**src/rtl/fir_pkg.sv**
```systemverilog
// Shared types and helpers for the FIR stimulus generator.
package fir_pkg;

    localparam int SAMPLE_W = 4;

    typedef enum logic [1:0] {
        MODE_IMPULSE = 2'b00,
        MODE_STEP    = 2'b01,
        MODE_RAMP    = 2'b10,
        MODE_SQUARE  = 2'b11
    } mode_e;

    typedef enum logic [1:0] {
        ST_IDLE = 2'd0,
        ST_RUN  = 2'd1,
        ST_DONE = 2'd2
    } state_e;

    // Sample value for one index; callers pre-compute the index-dependent flags.
    function automatic logic [SAMPLE_W-1:0] pattern_sample(
        input mode_e               m,
        input logic [SAMPLE_W-1:0] amp,
        input logic                first,
        input logic [SAMPLE_W-1:0] ramp,
        input logic                hi
    );
        logic [SAMPLE_W-1:0] s;
        case (m)
            MODE_IMPULSE: s = first ? amp : '0;
            MODE_STEP:    s = amp;
            MODE_RAMP:    s = ramp;
            MODE_SQUARE:  s = hi ? amp : '0;
            default:      s = '0;
        endcase
        return s;
    endfunction

endpackage

```
**src/rtl/fir_rate_div.sv**
```systemverilog
// Sample-rate divider: tick is high on the last cycle of each CLK_DIV-cycle period.
module fir_rate_div #(
    parameter int CLK_DIV = 100
) (
    input  logic clk,
    input  logic reset,
    input  logic en,
    input  logic clear,
    output logic tick
);

    localparam logic [15:0] TERM = 16'(CLK_DIV - 1);

    logic [15:0] cnt;

    always_ff @(posedge clk) begin
        if (reset || clear)
            cnt <= '0;
        else if (en)
            cnt <= (cnt == TERM) ? '0 : cnt + 16'd1;
    end

    assign tick = en && (cnt == TERM);

endmodule

```
**src/rtl/fir_stim_gen.sv**
```systemverilog
// Burst pattern generator feeding a FIR filter at a divided sample rate.
module fir_stim_gen
    import fir_pkg::*;
#(
    parameter int CLK_DIV   = 100,
    parameter int BURST_LEN = 16
) (
    input  logic                clk,
    input  logic                reset,
    input  logic                start,
    input  logic                stop,
    input  logic [1:0]          mode,
    input  logic [3:0]          amplitude,
    input  logic [3:0]          half_period,
    output logic [SAMPLE_W-1:0] sample_out,
    output logic                sample_valid,
    output logic                busy,
    output logic                done
);

    localparam logic [15:0] LAST_K = 16'(BURST_LEN - 1);

    state_e       state, state_next;
    mode_e        mode_q;
    logic [3:0]   amp_q, hp_q;
    logic [15:0]  k, k_next;
    logic [3:0]   phase_cnt, phase_next, hp_eff;
    logic         phase_hi, hi_next, wrap;
    logic         tick, accept, last, advance, finish;

    fir_rate_div #(.CLK_DIV(CLK_DIV)) u_rate_div (
        .clk   (clk),
        .reset (reset),
        .en    (state == ST_RUN),
        .clear (state != ST_RUN),
        .tick  (tick)
    );

    assign accept  = (state == ST_IDLE) && start && !stop;
    assign last    = (k == LAST_K);
    assign advance = (state == ST_RUN) && !stop && tick && !last;
    assign finish  = (state == ST_RUN) && !stop && tick && last;

    always_ff @(posedge clk) begin
        if (reset)
            state <= ST_IDLE;
        else
            state <= state_next;
    end

    always_comb begin
        state_next = state;
        case (state)
            ST_IDLE: if (accept) state_next = ST_RUN;
            ST_RUN: begin
                if (stop)
                    state_next = ST_IDLE;
                else if (finish)
                    state_next = ST_DONE;
            end
            ST_DONE: state_next = ST_IDLE;
            default: state_next = ST_IDLE;
        endcase
    end

    // Square phase tracking; half_period of 0 behaves as 1.
    always_comb begin
        hp_eff     = (hp_q == 4'd0) ? 4'd1 : hp_q;
        wrap       = (phase_cnt == hp_eff - 4'd1);
        phase_next = wrap ? 4'd0 : phase_cnt + 4'd1;
        hi_next    = wrap ? ~phase_hi : phase_hi;
        k_next     = k + 16'd1;
    end

    // Outputs are registered one cycle ahead so sample_out and sample_valid line up.
    always_ff @(posedge clk) begin
        if (reset) begin
            mode_q       <= MODE_IMPULSE;
            amp_q        <= '0;
            hp_q         <= '0;
            k            <= '0;
            phase_cnt    <= '0;
            phase_hi     <= 1'b0;
            sample_out   <= '0;
            sample_valid <= 1'b0;
        end else if (accept) begin
            mode_q       <= mode_e'(mode);
            amp_q        <= amplitude;
            hp_q         <= half_period;
            k            <= '0;
            phase_cnt    <= '0;
            phase_hi     <= 1'b1;
            sample_out   <= pattern_sample(mode_e'(mode), amplitude, 1'b1, 4'd0, 1'b1);
            sample_valid <= 1'b1;
        end else if (advance) begin
            k            <= k_next;
            phase_cnt    <= phase_next;
            phase_hi     <= hi_next;
            sample_out   <= pattern_sample(mode_q, amp_q, 1'b0, k_next[3:0], hi_next);
            sample_valid <= 1'b1;
        end else begin
            sample_valid <= 1'b0;
            if ((state == ST_RUN) && (stop || finish))
                sample_out <= '0;
        end
    end

    assign busy = (state == ST_RUN);
    assign done = (state == ST_DONE);

endmodule

```
**config.mk**
```make
export PLATFORM = sky130hd
export DESIGN_NAME = fir_stim_gen
export DESIGN_NICKNAME = d
export VERILOG_FILES = /design/src/rtl/fir_pkg.sv /design/src/rtl/fir_rate_div.sv /design/src/rtl/fir_stim_gen.sv
export SDC_FILE = /design/constraint.sdc
export NUM_CORES = 1
export LEC_CHECK = 0
export CORE_ASPECT_RATIO = 1.4
export CORE_MARGIN = 3
export CORE_UTILIZATION = 58
export DETAILED_ROUTE_END_ITERATION = 7
export PLACE_DENSITY_LB_ADDON = 0.08
export SLEW_MARGIN = 20
export SYNTH_ARGS = -nofsm -noshare
export SYNTH_HDL_FRONTEND = slang
export SYNTH_HIERARCHICAL = 1
export SYNTH_SLANG_ARGS = --single-unit
```
**constraint.sdc**
```tcl
create_clock -name clk -period 3.4 [get_ports clk]
set_clock_uncertainty 0.15 [all_clocks]
set_input_delay 0.68 -clock clk [delete_from_list [all_inputs] [get_ports clk]]
set_output_delay 0.68 -clock clk [all_outputs]
set_load 0.005 [all_outputs]
```
# --- Yosys cells after proc, flatten, opt, wreduce, memory -nomap -nowiden ---
# Cells that the tools add are included.
word_totals:
  elab_cells: 68
  latch_bits: 0
  rom_bits: 0
  ff_bits: 54
  mem_count: 0
  out_inout_bits: 7
  ram_bits: 0
classes:
  n_addsub: 4
  n_shift: 0
  order_cmp: 0
  mux: 18
  n_mul: 0
  n_reduce_logical: 21
  div_mod_pow: 0
  eq_ne: 14
  bitwise: 1
op_table:
  columns: ["op", "n"]
  rows:
  - ["$add A16 B1 Y16 const B", 2]
  - ["$mux W4", 6]
  - ["$eq A16 B4 Y1 const B", 1]
  - ["$eq A16 B7 Y1 const B", 1]
  - ["$mux W16", 1]
  - ["$pmux W4 S4", 1]
  - ["$eq A2 B2 Y1 const B", 5]
  - ["$logic_and A1 B1 Y1", 8]
  - ["$pmux W4 S2", 1]
  - ["$eq A2 B1 Y1 const B", 3]
  - ["$logic_not A2 Y1", 3]
  - ["$mux W2", 3]
  - ["$mux W1", 5]
  - ["$add A4 B1 Y4 const B", 1]
  - ["$eq A4 B4 Y1", 1]
  - ["$logic_not A4 Y1", 1]
  - ["$pmux W2 S2", 1]
  - ["$sub A4 B1 Y4 const B", 1]
  - ["$ne A3 B3 Y1 const B", 1]
  - ["$reduce_bool A3 Y1", 1]
  - ["$reduce_or A3 Y1", 1]
  - ["$logic_not A1 Y1", 2]
  - ["$logic_or A1 B1 Y1", 2]
  - ["$ne A2 B1 Y1 const B", 1]
  - ["5 further kinds", 5]

# --- Depth between registers and ports, before layout ---
# Gate-level depths: netlist (run 1).
depth:
  ltp_word: 9
  mapped_depth: 11
  mapped_depth_nobuf: 9

# --- By module ---
# The synthesis (run 1) kept the hierarchy.
by_module_without_submodules:
  columns: ["mod", "area_each_um2", "seq_area_each_um2", "cells_per_inst", "n_inst"]
  rows:
  - ["fir_stim_gen", 1945.6, 760.7, 236, 1]
  - ["fir_rate_div", 857.1, 320.3, 85, 1]

# --- Worst setup path before layout (run 1) ---
# OpenSTA, ideal clock, no wires.
synth_timing:
  kind: "reg-to-reg"
  from: "reg state[1]"
  to: "reg k[15]"
  required_ns: 3.179
  path_slack_ns: 0.926
  n_path_buf: 2
  arrival_time_ns: 2.253
  stages_incl_launch_ff: 11
  setup_time_ns: 0.071
  cell_sequence: "dfxtp_1 -> nand2b_1 -> clkbuf_2 -> inv_1 -> buf_6 -> and4_1 -> and4_1 -> nor3b_4 -> nand3_4 -> or4_1 -> a21oi_1"
synth_between:
  elab_chain_cells: 4
  word_cells_on_any_way: 9
  cone_classes: "1 x eq/ne; 8 x reduce/logical"
synth_lines:
  columns: ["element", "line", "source"]
  rows:
  - ["from (decl)", "fir_stim_gen.sv:23", "state_e state, state_next;"]
  - ["from (signal assigned)", "fir_stim_gen.sv:48", "state <= state_next;"]
  - ["$eq A2 B1 Y1", null, null]
  - ["via busy", "fir_stim_gen.sv:17", "output logic busy,"]
  - ["$logic_and A1 B1 Y1", "fir_rate_div.sv:23", "assign tick = en && (cnt == TERM);"]
  - ["via tick", "fir_stim_gen.sv:29", "logic tick, accept, last, advance, finish;"]
  - ["$logic_and A1 B1 Y1 (2 in series)", "fir_stim_gen.sv:41", "assign advance = (state == ST_RUN) && !stop && tick && !last;"]
  - ["to (signal assigned)", "fir_stim_gen.sv:96", "k <= k_next;"]
  - ["to (decl)", "fir_stim_gen.sv:26", "logic [15:0] k, k_next;"]
# The timed path passes the listed nets, and every way through them passes these cells.
# A chain may end at the register's enable or synchronous reset.

# --- Final worst setup path (run 1) ---
layout_timing:
  from: "in stop"
  to: "reg sample_out[2]"
layout_between:
  elab_chain_cells: 7
  word_cells_on_any_way: 11
  cone_classes: "2 x mux; 9 x reduce/logical"
layout_lines:
  columns: ["element", "line", "source"]
  rows:
  - ["from (decl)", "fir_stim_gen.sv:11", "input logic stop,"]
  - ["$logic_not A1 Y1", "fir_stim_gen.sv:39, fir_stim_gen.sv:41, fir_stim_gen.sv:42", null]
  - ["$logic_and A1 B1 Y1 (2 in series)", "fir_stim_gen.sv:41, fir_stim_gen.sv:42", null]
  - ["$logic_and A1 B1 Y1", "fir_stim_gen.sv:42", "assign finish = (state == ST_RUN) && !stop && tick && last;"]
  - ["$logic_or A1 B1 Y1", "fir_stim_gen.sv:103", "if ((state == ST_RUN) && (stop || finish))"]
  - ["$logic_and A1 B1 Y1", "fir_stim_gen.sv:103", null]
  - ["$reduce_bool A3 Y1 (no line)", null, null]
  - ["to (signal assigned)", "fir_stim_gen.sv:93", "sample_out <= pattern_sample(mode_e'(mode), amplitude, 1'b1, 4'd0, 1'b1);"]
  - ["to (signal assigned)", "fir_stim_gen.sv:99", "sample_out <= pattern_sample(mode_q, amp_q, 1'b0, k_next[3:0], hi_next);"]
  - ["to (decl)", "fir_stim_gen.sv:15", "output logic [SAMPLE_W-1:0] sample_out,"]
# Several ways; a longest one is shown, not always the timed one.

==> run summary, run 1 <==
Hold crit path type -> reg -> reg
Reg2Reg Depth -> 8
R2r endpoint -> phase_cnt[3]
Starting density of the core -> 0.608
Leak -> 0.00102 µW
Hold Path Cell Cnt -> 2
Most frequently used flop master after synthesis -> dfxtp_1
Final net count -> 358
I/O Buffers -> 20
Total Wirelength -> 5690 µm
Diodes inserted -> 0
ANT nets after route -> 0
Worst vdd ir -> 255 µV
Initial DRC Count -> 79
Part of the power in registers -> 0.598
Internal Pwr Total -> 835 µW
Yosys warns -> 6
Worst R2R Setup Slack -> 750 ps
CP Launch Type -> input port
Num rows -> 29
Final RePlAce weighted congestion -> 0.857
Max_cap viols -> 0
Hold Path End -> amp_q[1]
Final Max Tran Viols -> 0
Crit path max-delay family -> simple AND/OR/NAND/NOR gates
GRT Total Usage -> 0.215
Worst-path clk slew -> 90 ps
Post-synth EDFFs -> 0
Switch Pwr -> 258 µW
Synth Instances -> 321
Vias in the first global route -> 2,197
IO Pins -> 21
Switching share of power -> 0.236
Die Y -> 88.3 µm
Worst setup EP type -> flop
Worst Setup Path Type -> in -> reg
Worst hold path startpoint -> amp_q[1]
Global-route wire length before repair -> 9760 µm
Vias/cell -> 5.74
Initial antenna violation count -> 0
CP Max Fanout -> 15
Core Util, Final -> 0.677
Max incr delay on CP -> 840 ps
Final non-filler cell total -> 402
Total negative slack -> 0 ps
Hpwl dp -> 4180 µm
Top cell type's share of synthesized area -> 0.386
Buf/Inv on CP -> 1
Rel. slew slack -> 0.472
CTS HTree Levels -> 2
Setup repair bufs after CTS -> 0
Die Wd -> 64.8 µm
CP max-delay cell -> or4b_2
Mapped Avg Cell Area -> 8.73 µm²
Critical Path, Cell by Cell -> clkdlybuf4s50_1 > or4b_2 > a21oi_1 > a221oi_1 > a211oi_1
Mapped Nets -> 339
CTS Hold Bufs -> 0
Post-placement cell count -> 395
Final min period -> 2680 ps
Post-route DRC -> 0
DRT Pass-1 Iters -> 6
CTS sink count -> 54
Final WS setup -> 719 ps
CORE AREA -> 4610 µm²
Post-Syn Area -> 2800 µm²
Routed length per instance -> 14.2 µm
Status -> complete, no violations
Count of state elements after synthesis -> 54
Largest net degree at the start of global routing -> 21
Post-synthesis async set-or-reset flop share -> 0
Hold violation count in the final report -> 0
TritonCTS clock tree -> built
CTS Buffer Depth -> 2
WP data arrival -> 2760 ps
Clock Latency Late Sink -> 300 ps
Synth unique cells -> 52
Clk pwr share -> 0.306
Max Fclk -> 0.373 GHz
Area Growth Syn to Fin -> 11.3%
Area contributors post-synth -> dfxtp_1 39%, xor2_1 5.0%, a21oi_1 4.5%
Pre-CTS setup slack -> 378 ps
Pwr dens -> 350 nW/µm²
CTS resizes -> 0
Final setup violating endpoints -> 0
Die ar. -> 5710 µm²
Fin crit share -> 0.788
Via Count -> 2,309
Post-synthesis sequential area ratio -> 0.386
Share of layout cells above drive strength 1 -> 0.112
Yosys top cell by area -> dfxtp_1
CTS Buf Count -> 5
RR Startpoint -> hp_q[2]
Worst Path Required -> 3480 ps
RSZ-0062 raised after global routing -> no
Combinational share of power -> 0.097
Clk root buf -> clkbuf_8
Actual slew at the worst max-slew pin -> 781 ps
Global route overflow -> 0
## synthesized netlist by cell type (all sizes together) (2+ instances only)
library cell / count
o21ai: 9
dfxtp: 54
and2: 4
o211ai: 4
and4: 6
a221oi: 4
nor2: 40
nor3b: 2
or2: 2
ha: 4
nor2b: 2
and3: 5
nand2: 30
nand3: 15
clkbuf: 6
or3: 8
or2b: 4
o31ai: 3
inv: 8
or4: 4
a211oi: 4
nor3: 4
nand2b: 3
nand3b: 2
xor2: 16
xnor2: 13
a21oi: 25
nand4: 14
buf: 8
nor4: 8
## cell families after synthesis
group | synth area share
adders and majority gates | 0.0179
and+or+nand+nor | 0.337
DFF | 0.386
xor gates and xnor gates | 0.0933
muxes | 0.00357
AOI/OAI and AO/OA | 0.117
buffers and inverters | 0.0455
## power by group through the flow
| stage | Sequential (µW) | Clock [µW] | Combinational (µW) |
|---|---|---|---|
| final | 653 | 334 | 106 |
| after global routing | 655 | 366 | 116 |
| after CTS | 653 | 346 | 106 |
| after detailed placement | 668 | 0 | 105 |
| after global placement | 668 | 0 | 104 |
| after floorplan | 665 | 0 | 68.0 |
## worst max path at each step
stage	startpoint	endpoint	slack, ps	depth (start not counted)
2_1_floorplan	state[1]	k[15]	930	10
3_3_place_gp	stop	sample_out[1]	440	6
3_5_place_dp	stop	sample_out[0]	380	5
4_1_cts	stop	sample_out[0]	720	5
5_1_grt	hp_q[2]	sample_out[3]	510	8
6_report	stop	sample_out[2]	720	5
## worst register-to-register path: cells and delay by family (launching register included)
family | cells | cell delay [ps]
AO/OA/AOI/OAI | 2 | 590
XOR/XNOR | 1 | 140
adder cells (fa/ha/maj) | 1 | 310
flip-flops | 1 | 390
AND/OR/NAND/NOR | 4 | 940
## final cells by class
type	instances	area [µm²]
tap	62	77.6
fill	417	1490
sequential	54	1080
timing repair buffer	27	253
multi-input combinational	244	1600
clock buffer	7	76.3
inverter	8	30.0
## sequential cells by signal (all words and copies together) (netlist names), 2 cells and up
register        cells
hp_q                4
u_rate_div/cnt     16
mode_q              2
sample_out          4
phase_cnt           4
state               2
amp_q               4
k                  16
## metrics by stage
step                cell area [µm²]  hold slack (ps)  total power [µW]
finish                         3120              307              1090
global route                   3120              346              1140
CTS                            3120              309              1110
detailed placement             3040              297               773
global placement               3040              294               771
floorplan                      2800              282               733
## layout by cell type (no fill, tap or decap), types with 5 or more instances in the layout
master,instances
buf_4,7
nand3_1,14
inv_1,8
or3_1,7
xnor2_1,12
xor2_1,16
nor2_4,10
nor4_1,8
nor2_1,30
nand4_1,11
dfxtp_1,54
o21ai_0,9
nand2_1,30
a21oi_1,25
and4_1,6
clkdlybuf4s50_1,20
clkbuf_8,5
## layer usage
layer / global-route usage / part of all wire / wire [µm]
met5: 0 / 0 / 0
met2: 0.393 / 0.53 / 3030
met4: 0.0962 / 0.022 / 128
met1: 0.238 / 0.42 / 2370
met3: 0.0470 / 0.028 / 159
Power figures use the tool's default switching activity.
==> inputs of run 2 (changes only) <==
Settings changed: CORE_UTILIZATION 58 to 52.
Clock period 3.4 ns to 2.4 ns, I/O delays scaled along.
==> run summary, run 2 (same netlist as run 1, synthesis figures left out) <==
Worst Setup SP -> hp_q[1]
Routed length per instance -> 14.0 µm
Die ar. -> 6320 µm²
Die Y -> 92.9 µm
Initial DRC Count -> 73
Area taken by flip-flops and latches -> 1080 µm²
RR Startpoint -> hp_q[1]
Clock Latency Late Sink -> 300 ps
Worst Setup Path Type -> reg -> reg
ANT nets after route -> 0
Worst vdd ir -> 259 µV
Num rows -> 31
Final setup violating endpoints -> 0
Die Wd -> 68.0 µm
I/O Buffers -> 20
Multi-input gate area -> 1650 µm²
Status -> complete, no violations
Global route overflow -> 0
Worst R2R Setup Slack -> 80 ps
Starting density of the core -> 0.539
Hold Path End -> amp_q[0]
Met1 Usage GRT -> 0.239
TritonCTS clock tree -> built
Pwr dens -> 479 nW/µm²
Final WS setup -> 81.7 ps
Area Growth Syn to Fin -> 20.8%
WP data arrival -> 2360 ps
IO Pins -> 21
GRT Max-Usage Layer -> met2
R2r endpoint -> sample_out[0]
CP Max Fanout -> 4
Diodes inserted -> 0
Vias/cell -> 5.60
Core Util, Final -> 0.651
Placed Instance Area -> 3240 µm²
Fillers -> 495
Worst hold path startpoint -> amp_q[0]
RSZ-0062 raised after global routing -> yes
M3 GR Usage -> 0.0316
Fin area -> 3380 µm²
Post-route DRC -> 0
Worst-path clk slew -> 90 ps
Final RePlAce weighted congestion -> 0.878
CP Launch Type -> flop
Top Registers -> k (16), u_rate_div/cnt (16)
Total Wirelength -> 6040 µm
Final Max Tran Viols -> 0
Fin crit share -> 0.966
Hold Path Cell Cnt -> 2
Worst setup EP type -> flop
Reg2Reg Depth -> 9
Global-route wire length before repair -> 10,400 µm
Final min period -> 2320 ps
Rel. slew slack -> 0.683
Via Count -> 2,414
CTS sink count -> 54
Largest net degree at the start of global routing -> 18
Actual slew at the worst max-slew pin -> 471 ps
Most common cell after layout, fill and taps aside -> dfxtp_1
Commonest non-fill, non-tap cells in the layout -> 53 x dfxtp_1, 30 x nor2_1, 30 x nand2_1
Worst Path Required -> 2440 ps
GRT Total Usage -> 0.208
CTS Hold Bufs -> 0
GR met2 Demand/Resource -> 0.376
Setup repair bufs after CTS -> 0
CTS Buf Count -> 5
Hold crit path type -> reg -> reg
CORE AREA -> 5200 µm²
CTS Buffer Depth -> 2
Initial antenna violation count -> 0
Pre-CTS setup slack -> -120 ps
Max Fclk -> 0.431 GHz
CTS HTree Levels -> 2
Clk root buf -> clkbuf_8
Share of layout cells above drive strength 1 -> 0.200
Final net count -> 382
Vias in the first global route -> 2,351
DRT Pass-1 Iters -> 4
Leak -> 0.00117 µW
Hpwl dp -> 4550 µm
Max_cap viols -> 0
Hold violation count in the final report -> 0
## run 2: changes by cell type in the layout (fill, tap and decap cells not counted), moves of 2 or more
| cell | before | now |
|---|---|---|
| nor4_1 | 8 | 6 |
| nor4_2 | 0 | 2 |
| buf_6 | 0 | 2 |
| buf_4 | 7 | 28 |
## run 2: where the power goes
group / total, µW / switching, µW / internal, µW
Clock: 507 / 274 / 233
Sequential: 922 / 10.3 / 912
Combinational: 194 / 94.7 / 99.1
Total: 1620 / 379 / 1240
## run 2: worst max path at each step
| stage | endpoint | slack [ps] | cells past startpoint |
|---|---|---|---|
| after floorplan | sample_out[2] | 20 | 11 |
| after global routing | sample_out[2] | -50 | 9 |
| final | sample_out[0] | 80 | 9 |
| after detailed placement | sample_out[2] | -120 | 5 |
| after global placement | sample_out[0] | -70 | 6 |
| after CTS | phase_hi | 20 | 8 |
## run 2: final cells by class
cell class,count,share of cell area
clock buffers,7,0.0255
clock inverters,1,0.00148
inverters,8,0.00887
multi-input cells,244,0.486
flip-flops and latches,54,0.320
well taps,66,0.0244
repair buffers,51,0.134
## run 2: per-stage QoR
| step | power [µW] | hold WS (ps) | setup TNS, ps | cells |
|---|---|---|---|---|
| final | 1620 | 305 | 0 | 431 |
| after global routing | 1690 | 331 | -172 | 431 |
| after floorplan | 1040 | 282 | 0 | 321 |
| after global placement | 1120 | 292 | -276 | 423 |
| after detailed placement | 1120 | 296 | -610 | 423 |
| after CTS | 1630 | 309 | 0 | 431 |
## run 2: critical path, cell delays in order (launching register included)
cell and delay (ps):
dfxtp_2 340, nor3_2 170, nor2_1 60, ha_1 320
xor2_2 170, o2111ai_2 130, or4_4 460, buf_6 140
o211ai_1 170, a211oi_1 90
## run 2: routing by layer
layer,routed length [µm],vias to the layer above,part of all wire
met3,141,10,0.023
li1,-,1227,-
met4,119,0,0.020
met2,3240,34,0.54
met1,2550,1143,0.42
met5,0,-,0
## run 2: repair_timing
| action | CTS | global route |
|---|---|---|
| gates resized for setup | 0 | 11 |
| hold endpoints to repair | 0 | 0 |
| setup endpoints to repair | 0 | 14 |
